===== src/rtl/ex_muldiv_unit.sv =====
// Multi-cycle RV32M multiply/divide unit for the EX stage: radix-2 shift-add multiply and restoring divide.
// Optional MDU_FAST_SPECIAL_EN retires divide-by-zero, signed overflow and zero-operand multiplies directly.
module ex_muldiv_unit #(
    parameter int XLEN = 32
) (
    input  logic            clk,
    input  logic            rst_n,
    input  logic            StartE,
    input  logic            FlushE,
    input  logic [2:0]      funct3E,
    input  logic [XLEN-1:0] SrcAE,
    input  logic [XLEN-1:0] SrcBE,
    output logic            BusyE,
    output logic            DoneE,
    output logic [XLEN-1:0] MDResultE
);

    localparam int              CW       = $clog2(XLEN);
    localparam logic [CW-1:0]   LAST_CNT = CW'(XLEN - 1);
    localparam logic [CW-1:0]   CNT_ONE  = {{(CW-1){1'b0}}, 1'b1};
    localparam logic [XLEN-1:0] ZERO     = {XLEN{1'b0}};
    localparam logic [XLEN-1:0] ALL_ONES = {XLEN{1'b1}};
    localparam logic [XLEN-1:0] MIN_NEG  = {1'b1, {(XLEN-1){1'b0}}};

    typedef enum logic [1:0] {
        IDLE = 2'd0,
        CALC = 2'd1,
        DONE = 2'd2
    } state_t;

    function automatic logic [XLEN-1:0] cond_neg(input logic neg, input logic [XLEN-1:0] v);
        return neg ? (~v + {{(XLEN-1){1'b0}}, 1'b1}) : v;
    endfunction

    state_t          state_r;
    logic [CW-1:0]   cnt_r;
    logic [XLEN-1:0] hi_r, lo_r, op_r, special_val_r;
    logic [2:0]      fn_r;
    logic            neg_r, special_r;

    logic            a_signed_s, b_signed_s, a_neg_s, b_neg_s, neg_s, special_s;
    logic [XLEN-1:0] a_mag_s, b_mag_s, special_val_s;
    logic [XLEN:0]   mul_sum_s, div_shift_s, div_diff_s;
    logic [XLEN-1:0] hi_nxt_s, lo_nxt_s, result_s;
    logic [2*XLEN-1:0] prod_s;

    // Operand decode at issue: signedness, magnitudes, result sign and special-case detection
    always_comb begin
        a_signed_s = 1'b0;
        b_signed_s = 1'b0;
        case (funct3E)
            3'b001, 3'b100, 3'b110: begin
                a_signed_s = 1'b1;
                b_signed_s = 1'b1;
            end
            3'b010:  a_signed_s = 1'b1;
            default: begin
                a_signed_s = 1'b0;
                b_signed_s = 1'b0;
            end
        endcase
        a_neg_s = a_signed_s & SrcAE[XLEN-1];
        b_neg_s = b_signed_s & SrcBE[XLEN-1];
        a_mag_s = cond_neg(a_neg_s, SrcAE);
        b_mag_s = cond_neg(b_neg_s, SrcBE);
        // Remainder takes the dividend's sign; everything else takes the product sign
        if (funct3E[2] && funct3E[1]) begin
            neg_s = a_neg_s;
        end else begin
            neg_s = a_neg_s ^ b_neg_s;
        end
        special_s     = 1'b0;
        special_val_s = ZERO;
        if (funct3E[2]) begin
            if (SrcBE == ZERO) begin
                special_s     = 1'b1;
                special_val_s = funct3E[1] ? SrcAE : ALL_ONES;
            end else if (!funct3E[0] && (SrcAE == MIN_NEG) && (SrcBE == ALL_ONES)) begin
                special_s     = 1'b1;
                special_val_s = funct3E[1] ? ZERO : MIN_NEG;
            end else begin
                special_s     = 1'b0;
                special_val_s = ZERO;
            end
        end else if ((SrcAE == ZERO) || (SrcBE == ZERO)) begin
            special_s     = 1'b1;
            special_val_s = ZERO;
        end else begin
            special_s     = 1'b0;
            special_val_s = ZERO;
        end
    end

    // One radix-2 iteration plus final sign correction and result selection
    always_comb begin
        mul_sum_s   = {1'b0, hi_r} + (lo_r[0] ? {1'b0, op_r} : {(XLEN+1){1'b0}});
        div_shift_s = {hi_r, lo_r[XLEN-1]};
        div_diff_s  = div_shift_s - {1'b0, op_r};
        if (fn_r[2]) begin
            if (!div_diff_s[XLEN]) begin
                hi_nxt_s = div_diff_s[XLEN-1:0];
                lo_nxt_s = {lo_r[XLEN-2:0], 1'b1};
            end else begin
                hi_nxt_s = div_shift_s[XLEN-1:0];
                lo_nxt_s = {lo_r[XLEN-2:0], 1'b0};
            end
        end else begin
            hi_nxt_s = mul_sum_s[XLEN:1];
            lo_nxt_s = {mul_sum_s[0], lo_r[XLEN-1:1]};
        end
        prod_s = neg_r ? (~{hi_nxt_s, lo_nxt_s} + {{(2*XLEN-1){1'b0}}, 1'b1})
                       : {hi_nxt_s, lo_nxt_s};
        if (special_r) begin
            result_s = special_val_r;
        end else if (fn_r[2]) begin
            result_s = cond_neg(neg_r, fn_r[1] ? hi_nxt_s : lo_nxt_s);
        end else if (fn_r[1:0] == 2'b00) begin
            result_s = prod_s[XLEN-1:0];
        end else begin
            result_s = prod_s[2*XLEN-1:XLEN];
        end
    end

    // Stall request: the issuing instruction is held from the cycle it presents StartE
    always_comb begin
        if (state_r == CALC) begin
            BusyE = 1'b1;
        end else if (state_r == IDLE) begin
            BusyE = StartE;
        end else begin
            BusyE = 1'b0;
        end
    end

    // Control FSM with iterative datapath and registered result outputs
    always_ff @(posedge clk or negedge rst_n) begin
        if (!rst_n) begin
            state_r       <= IDLE;
            cnt_r         <= {CW{1'b0}};
            hi_r          <= ZERO;
            lo_r          <= ZERO;
            op_r          <= ZERO;
            special_val_r <= ZERO;
            fn_r          <= 3'b000;
            neg_r         <= 1'b0;
            special_r     <= 1'b0;
            DoneE         <= 1'b0;
            MDResultE     <= ZERO;
        end else begin
            DoneE <= 1'b0;
            case (state_r)
                IDLE: begin
                    if (FlushE) begin
                        state_r <= IDLE;
                    end else if (StartE) begin
                        fn_r          <= funct3E;
                        neg_r         <= neg_s;
                        special_r     <= special_s;
                        special_val_r <= special_val_s;
                        hi_r          <= ZERO;
                        lo_r          <= funct3E[2] ? a_mag_s : b_mag_s;
                        op_r          <= funct3E[2] ? b_mag_s : a_mag_s;
                        cnt_r         <= {CW{1'b0}};
`ifdef MDU_FAST_SPECIAL_EN
                        if (special_s) begin
                            MDResultE <= special_val_s;
                            DoneE     <= 1'b1;
                            state_r   <= DONE;
                        end else begin
                            state_r <= CALC;
                        end
`else
                        state_r <= CALC;
`endif
                    end else begin
                        state_r <= IDLE;
                    end
                end
                CALC: begin
                    if (FlushE) begin
                        state_r <= IDLE;
                    end else begin
                        hi_r <= hi_nxt_s;
                        lo_r <= lo_nxt_s;
                        if (cnt_r == LAST_CNT) begin
                            MDResultE <= result_s;
                            DoneE     <= 1'b1;
                            state_r   <= DONE;
                        end else begin
                            cnt_r <= cnt_r + CNT_ONE;
                        end
                    end
                end
                DONE:    state_r <= IDLE;
                default: state_r <= IDLE;
            endcase
        end
    end

endmodule


===== config.mk =====
export PLATFORM = sky130hd
export DESIGN_NAME = ex_muldiv_unit
export DESIGN_NICKNAME = d
export VERILOG_FILES = /design/src/rtl/ex_muldiv_unit.sv
export SDC_FILE = /design/constraint.sdc
export NUM_CORES = 1
export LEC_CHECK = 0
export CORE_AREA = 2 2 219 221
export CTS_BUF_LIST = sky130_fd_sc_hd__clkbuf_4 sky130_fd_sc_hd__clkbuf_8 sky130_fd_sc_hd__clkbuf_16
export DETAILED_ROUTE_END_ITERATION = 10
export DIE_AREA = 0 0 221 223
export PLACE_DENSITY = 0.58
export SLEW_MARGIN = 5
export SYNTH_ARGS = -nofsm -noshare
export SYNTH_HDL_FRONTEND = slang
export SYNTH_SLANG_ARGS = --single-unit

===== constraint.sdc =====
create_clock -name clk -period 6.6 [get_ports clk]
set_input_delay 1.32 -clock clk [delete_from_list [all_inputs] [get_ports clk]]
set_output_delay 1.32 -clock clk [all_outputs]
set_load 0.05 [all_outputs]

==> impl_metrics.ini <==
[run_status]
status = finished, final reports clean

[sta]
finalCritPeriodShare_pct = 91.17
finalCriticalPeriod_ns = 6.017
slew_headroom_pct = 21.76
hold_ws_ns = 0.4815
rsz0062_at_grt = no
worst_pin_slew_ns = 1.158
slew_violations = 0
skew_ns = 0.01469
setup_violations = 0
fmax_mhz = 166.2
hold_viol = 0
setup_tns_ns = 0

[pwr]
leakage_uw = 0.008417
finalPower_uw = 8529
vdd_ir_drop_max_mv = 0.2672
power_per_cell_area_nw_per_um2 = 411.1

[flow_run]
max-cap-violations = 0

[logic_synthesis]
avgSynthCellArea_um2 = 7.310
synth-edff-count = 0
synth.distinct_cells = 101
yosysWarnings = 0
ys_seq_area_share_pct = 23.39
ys_ff_latch = 173
syn_area_um2 = 18510
synthArstFlopShare_pct = 100.0
synth_flop_cell = dfrtp_1
syn-num-nets = 2676
synth_cells = 2532

[floorplan]
fp.dieArea_um2 = 49280
initial_core_util_pct = 39.26
fp.dieW_um = 221
ios = 105
rows = 80
dieHeight_um = 223
core_um2 = 47150

[clocking]
cts_hold_buf = 0
cts_resized = 0
cts_buffers = 17
cts_tree = yes
cts.sinks = 173
cts_max_level = 4
cts.root.buffer_cell = clkbuf_16
post_cts_buffers = 0
cts_max_path_buffers = 2
clock_latency_ns = 0.49
clkTransAtPathRegs_ns = 0.08

[layout]
mostFrequentLayoutCells = nand2_1, o21ai_0, nor2_1
final_common_cell = nand2_1
areaGrowthSynthToFinish_pct = 12.09
drive_gt1_share_pct = 6.464
nets = 2699

[detailed_routing]
via_per_inst = 6.411
wire_per_inst_um = 26.40
antenna_left = 0
drc = 0
firstDrtPassIters = 6
drt_wl_total_um = 84070
dr.first_iter.drc_count = 2468
vias = 20410

[placed_design]
dp_hpwl_um = 65320
portBuffers = 104
gp_congestion = 1.019

[global_route]
grt_pass1_vias = 19270
antenna_found_initial = 4
grt_max_degree = 115
grt_remaining_overflow = 0
grt_pass1_wl_um = 123900
track_usage_pct = 33.18

[setup_path]
path_max_fanout = 11
crit_type = reg2reg
start_kind = register
endpoint_kind = register
critical_path_required_ns = 6.93
worst_ep_arrival_time_ns = 6.34

[worst_hold_path]
hold_class = reg2reg
-- routing by layer --
layer	wire length (µm)	GRT usage, %	up-vias	share of wire, %
met1	35320	43.41	9916	42
met3	6697	6.058	192	8.0
met2	37480	52.34	997	45
met5	30	0	-	0.036
met4	4534	17.06	4	5.4
li1	-	-	9303	-
-- worst max-delay path, stage by stage (launching register included) --
cell and delay [ns]:
dfrtp_1 0.38, inv_1 0.09, ha_1 0.24, fa_1 0.41, nand2b_1 0.18, a21oi_1 0.31, o21a_1 0.28, o211a_4 0.28
a22oi_2 0.08, a31o_2 0.33, inv_1 0.11, ha_1 0.21, o211ai_1 0.23, nor2_1 0.25, nand4_1 0.11, or3_1 0.36
nor4_2 0.15, buf_4 0.18, nand4_2 0.14, or3_1 0.65, o311ai_1 0.34, a21oi_1 0.11, a2111oi_0 0.36, a211oi_1 0.08
-- cells in the mapped netlist (51+ instances only) --
| library cell | instances | area [µm²] |
|---|---|---|
| a21oi_1 | 223 | 1116 |
| nand2_1 | 312 | 1171 |
| inv_1 | 73 | 274.0 |
| ha_1 | 71 | 888.4 |
| xor2_1 | 93 | 814.5 |
| xnor2_1 | 74 | 648.1 |
| nor2_1 | 244 | 915.9 |
| nor3_1 | 56 | 280.3 |
| clkbuf_1 | 120 | 450.4 |
| and2_1 | 51 | 319.1 |
| dfrtp_1 | 173 | 4329 |
| o21ai_0 | 269 | 1346 |
| nand3_1 | 51 | 255.2 |
-- flip-flops by register name, indices dropped and copies added (netlist names) --
name,flops
MDResultE,32
hi_r,32
lo_r,32
op_r,32
special_val_r,32
cnt_r,5
fn_r,3
state_r,2
DoneE,1
neg_r,1
special_r,1
-- path summary, 6_finish.rpt --
path                       cells after the start  slack, ns             start          endpoint
min                                            2       0.48  special_val_r[5]  special_val_r[5]
max                                           23       0.58          lo_r[31]     MDResultE[28]
min in group asynchronous                      1       0.82             rst_n     MDResultE[27]
min reg2reg                                    2       0.48  special_val_r[5]  special_val_r[5]
max reg2reg                                   23       0.58          lo_r[31]     MDResultE[28]
max in group asynchronous                      2       4.60             rst_n           fn_r[2]
-- cell families after synthesis --
group	count (synthesis)	synth area share [%]
adders and majority gates	73	5.016
DFF	173	23.39
and+or+nand+nor	957	25.03
xor gates and xnor gates	167	7.902
muxes	74	4.293
AOI/OAI and AO/OA	853	29.26
buffers and inverters	235	5.110
-- stage by stage --
step | instances | utilization, % | cell area (µm²) | worst slack [ns]
global placement | 3151 | 42.73 | 20150 | 0.8069
floorplan | 2532 | - | 18510 | 1.401
finish | 3184 | 44.01 | 20750 | 0.5826
CTS | 3183 | 44.00 | 20740 | 0.6960
global route | 3183 | 44.00 | 20740 | 0.2096
detailed placement | 3151 | 42.73 | 20150 | 0.7233
-- final cells by class --
cell class	instances	area (µm²)
diodes	1	2.502
clock buffers	19	452.9
clock inverters	13	143.9
repair buffers	163	1495
multi-input cells	2124	13260
inverters	76	285.3
well taps	615	769.5
fillers	4856	26400
flip-flops and latches	173	4335
-- power by group --
group,switching [µW],internal [µW],leakage (µW)
sequential,329,1230,0.00228
combinational,3870,2000,0.00585
clock,539,557,0.000287
total,4740,3790,0.00842
Power figures use the tool's default switching activity.
